===== src/rtl/strobe_period_meter.sv =====
// strobe_period_meter: counts enable-qualified ticks between strobes
// and offers each period on a valid/ready channel. Option: STROBE_PERIOD_MATCH_EN
module strobe_period_meter #(
  parameter int unsigned WIDTH = 25
) (
  input  logic             clk,
  input  logic             rst,
  input  logic             enable,
  input  logic             strobe_in,
`ifdef STROBE_PERIOD_MATCH_EN
  input  logic [WIDTH-1:0] expected_period,
  output logic             period_mismatch,
`endif
  output logic [WIDTH-1:0] period,
  output logic             period_sat,
  output logic             period_valid,
  input  logic             period_ready,
  output logic             drop,
  output logic             locked
);

  typedef enum logic {
    IDLE,
    ARMED
  } state_t;

  localparam logic [WIDTH-1:0] ACC_MAX = '1;
  localparam logic [WIDTH-1:0] ACC_ONE = WIDTH'(1);

  state_t           state;
  logic [WIDTH-1:0] acc;
  logic             acc_sat;
  logic [WIDTH-1:0] en_tick;
  logic             res_fire;
  logic             out_free;
  logic             accept;

  assign en_tick  = enable ? ACC_ONE : '0;
  assign res_fire = (state == ARMED) && strobe_in;
  assign accept   = period_valid && period_ready;
  assign out_free = !period_valid || accept;

  // Window FSM: the strobe cycle's own tick opens the next window
  always_ff @(posedge clk or posedge rst) begin
    if (rst) begin
      state   <= IDLE;
      acc     <= '0;
      acc_sat <= 1'b0;
      locked  <= 1'b0;
    end else begin
      unique case (state)
        IDLE: begin
          if (strobe_in) begin
            state  <= ARMED;
            acc    <= en_tick;
            locked <= 1'b1;
          end
        end
        ARMED: begin
          if (strobe_in) begin
            acc     <= en_tick;
            acc_sat <= 1'b0;
          end else if (enable) begin
            if (acc == ACC_MAX) begin
              acc_sat <= 1'b1;
            end else begin
              acc <= acc + ACC_ONE;
            end
          end
        end
        default: state <= IDLE;
      endcase
    end
  end

  // Output register: load when free, otherwise flag the lost result
  always_ff @(posedge clk or posedge rst) begin
    if (rst) begin
      period       <= '0;
      period_sat   <= 1'b0;
      period_valid <= 1'b0;
      drop         <= 1'b0;
    end else begin
      drop <= 1'b0;
      if (res_fire) begin
        if (out_free) begin
          period       <= acc;
          period_sat   <= acc_sat;
          period_valid <= 1'b1;
        end else begin
          drop <= 1'b1;
        end
      end else if (accept) begin
        period_valid <= 1'b0;
      end
    end
  end

`ifdef STROBE_PERIOD_MATCH_EN
  logic res_mismatch;

  assign res_mismatch = acc_sat || (acc != expected_period);

  // Mismatch flag travels with the period it describes
  always_ff @(posedge clk or posedge rst) begin
    if (rst) begin
      period_mismatch <= 1'b0;
    end else if (res_fire && out_free) begin
      period_mismatch <= res_mismatch;
    end
  end
`endif

endmodule

===== config.mk =====
export PLATFORM = sky130hd
export DESIGN_NAME = strobe_period_meter
export DESIGN_NICKNAME = d
export VERILOG_FILES = /design/src/rtl/strobe_period_meter.sv
export SDC_FILE = /design/constraint.sdc
export NUM_CORES = 1
export LEC_CHECK = 0
export ABC_CLOCK_PERIOD_IN_PS = 2100
export BUFFER_PORTS_ARGS = -buffer_cell sky130_fd_sc_hd__buf_2
export CORE_ASPECT_RATIO = 1.4
export CORE_MARGIN = 3
export CORE_UTILIZATION = 49
export DETAILED_ROUTE_END_ITERATION = 6
export PLACE_DENSITY = 0.72
export REMOVE_ABC_BUFFERS = 1
export SLEW_MARGIN = 5
export SYNTH_ARGS = -nofsm -noshare
export SYNTH_HDL_FRONTEND = slang
export SYNTH_SLANG_ARGS = --single-unit

===== constraint.sdc =====
create_clock -name clk -period 2.1 [get_ports clk]
set_input_delay 0.42 -clock clk [delete_from_list [all_inputs] [get_ports clk]]
set_output_delay 0.42 -clock clk [all_outputs]
set_load 0.02 [all_outputs]

==> results.md <==
* Gate Count Post-Synth at 230
* Syn Std Cell Area at 2567 um2
* HPWL Detailed at 3666 um
* Startpoint Class: flop
* Top sig layer: met4
* Vias per cell at 5.613
* Synth Warn # at 0
* Status: complete, no violations
* Peak VDD IR at 359.6 uV
* CTS tree: done
* Total number of vias at 1931
* Area Growth Syn to Fin at 18.57%
* Nets@finish at 285
* WP data arrival at 2250 ps
* Clock Path Buffers at 2
* Core Area at 4955 um2
* Hold Crit Class: primary input to asynchronous set/reset pin
* Overall Power at 1879 uW
* Worst Reg-to-Reg Cells at 6
* Post-route cell area at 3044 um2
* H-tree depth at 2
* FP Rows at 30
* Number of synthesized flops with an enable pin at 0
* Tot GR Track Use at 19.03%
* # Max-Cap Violations at 0
* Sequential element share of the synthesized area at 54.58%
* Largest net degree at the start of global routing at 57
* Drt first-iter violations at 75
* Fin. max-slew vios at 0
* Mapped Avg Cell Area at 11.16 um2
* First-pass DRT Iterations at 4
* Ys async rst share at 100.0%
* F_max at 489.8 MHz
* CP Class: flop to flop
* Initial antenna violation count at 0
* Clock slew at reported path FFs at 100 ps
* Ys flop type: dfrtp_1
* I/O Pins at 34
* Overflow after GRT at 0
* CTS resizes at 0
* Final hold vios at 0
* Total CTS buffers at 5
* Post-DP Area at 2938 um2
* Final setup vio count at 0
* Max FO, Critical Path at 6
* Port bufs at 33
* P_leak at 0.001505 uW
* Synth Register Bits at 56
* Starting Density at 51.82%
* DIE WIDTH at 67.18 um
* Root buf cell: clkbuf_8
* Met2 WL at 2664 um
* Worst Setup End Kind: flop
* Slew HR at 71.46%
* Max Clock Skew at 6.806 ps
* Worst-skew pair later-pin latency at 310 ps
* Global-route wire length before repair at 8928 um
* Pwr Density at 617.3 nW/um2
* Sink Count at 56
* CTS Hold Bufs at 0
* Final period util at 97.21%
* Metal-1 WL at 2215 um
* DRC viols at 0
* Vias in the first global route at 1973
* ANT cells at 0
* Share of cells above drive strength 1 at 36.79%
* Routed wire length per instance at 15.13 um
* Synth unique cells at 41
* Remaining antenna violation count after routing at 0
* GPL Wtd Cong at 0.8538
* Met3 routed WL at 163 um
* Chip Height at 91.65 um
* Final Critical Period at 2041 ps
* Crit path required time at 2300 ps
* DIE AREA at 6157 um2
* Postcts setup bufs at 0
* WL final at 5206 um
* Fillers at 465
* Worst-Margin Slew at 426.5 ps
Yosys cell counts, types with 5 or more instances:
| cell | count | area, um2 |
|---|---|---|
| a21oi_1 | 9 | 45.04 |
| and3_1 | 5 | 31.28 |
| clkbuf_1 | 7 | 26.28 |
| dfrtp_1 | 56 | 1401 |
| mux2_2 | 30 | 337.8 |
| nand2_1 | 12 | 45.04 |
| nand3_1 | 7 | 35.03 |
| nand4_1 | 9 | 56.30 |
| nor2_1 | 22 | 82.58 |
| nor2b_1 | 5 | 31.28 |
| o21ai_0 | 9 | 45.04 |
| o31ai_1 | 7 | 52.55 |
| xnor2_1 | 6 | 52.55 |
critical path, cell delays in order, from the launching register on:
cell and delay, ps:
dfrtp_1 360, ha_1 190, nand3_1 210, or4_4 550, nor4_1 380, xnor2_1 180
nor2_1 50
cell type report:
class,count,area [um2],area share [%]
well taps,64,80.08,2.630
multi-input cells,158,1119,36.74
inverters,4,15.01,0.4932
flip-flops and latches,56,1401,46.03
clock inverters,1,7.507,0.2466
repair buffers,54,335.3,11.02
clock buffers,7,86.33,2.836
registers in the layout, indices dropped and copies added, names as in the netlist:
signal and count:
acc 25, acc_sat 1, drop 1, locked 1, period 25, period_sat 1
period_valid 1, state 1
kinds of logic (layout without fill, tap and decap cells):
family          after synthesis  count (layout)  share of synthesized area [%]
simple gates                 79              79                          16.23
flops                        56              56                          54.58
compound gates               41              41                          10.67
mux                          31              31                          13.55
buf+inv                      16              66                          2.437
xor+xnor                      6               6                          2.047
fa+ha+maj                     1               1                         0.4873
metrics by stage:
stage                     cells  utilization [%]  hold WS, ps  worst slack, ps  setup TNS (ps)
final                       344            61.44        139.8            58.51               0
after detailed placement    336            59.29        465.5            130.3               0
after global placement      336            59.29        451.8            242.5               0
after global routing        344            61.44        157.8           -22.49          -31.43
after floorplan             218                -        461.1           -214.0           -5564
after CTS                   344            61.19        150.2            103.7               0
layer usage:
metal | track usage, % | up-vias
met5 | 0 | -
met4 | 9.814 | 0
met3 | 4.167 | 15
met2 | 30.84 | 37
met1 | 23.20 | 939
li1 | - | 940
where the power goes:
part           internal [uW]  switching [uW]  total (uW)
Clock                    269             343         612
Sequential              1090            8.90        1100
Combinational           64.9            99.0         164
Total                   1430             451        1880
cell usage in the layout (no fill, tap or decap), types with 2 or more instances in the layout:
master    Yosys  final
a21oi_1       9      9
a31o_2        2      2
a31oi_1       4      4
a41oi_1       2      2
and3_1        5      5
buf_2         2     33
buf_4         0     20
clkbuf_8      0      6
dfrtp_1      56     56
inv_1         4      3
mux2_2       30     30
nand2_1      12     12
nand2b_1      3      3
nand3_1       7      7
nand4_1       9      9
nor2_1       22     22
nor2b_1       5      4
nor3_1        2      2
nor4_1        4      2
nor4_2        0      2
o21ai_0       9      9
o31ai_1       7      7
or2_2         2      2
xnor2_1       6      6
path summary, 6_finish.rpt:
| path | slack, ps | start | endpoint |
|---|---|---|---|
| setup / recovery | 60 | acc[0]$_DFFE_PP0P_ | acc[18]$_DFFE_PP0P_ |
| hold / removal | 140 | rst | period[23]$_DFFE_PP0P_ |
| setup reg to reg | 60 | acc[0]$_DFFE_PP0P_ | acc[18]$_DFFE_PP0P_ |
| hold reg to reg | 480 | locked$_DFFE_PP0P_ | locked$_DFFE_PP0P_ |
| max in group asynchronous | 1720 | rst | acc[6]$_DFFE_PP0P_ |
| min in group clk | 380 | enable | acc[0]$_DFFE_PP0P_ |
Note: power is estimated with default switching activity, not from simulation.
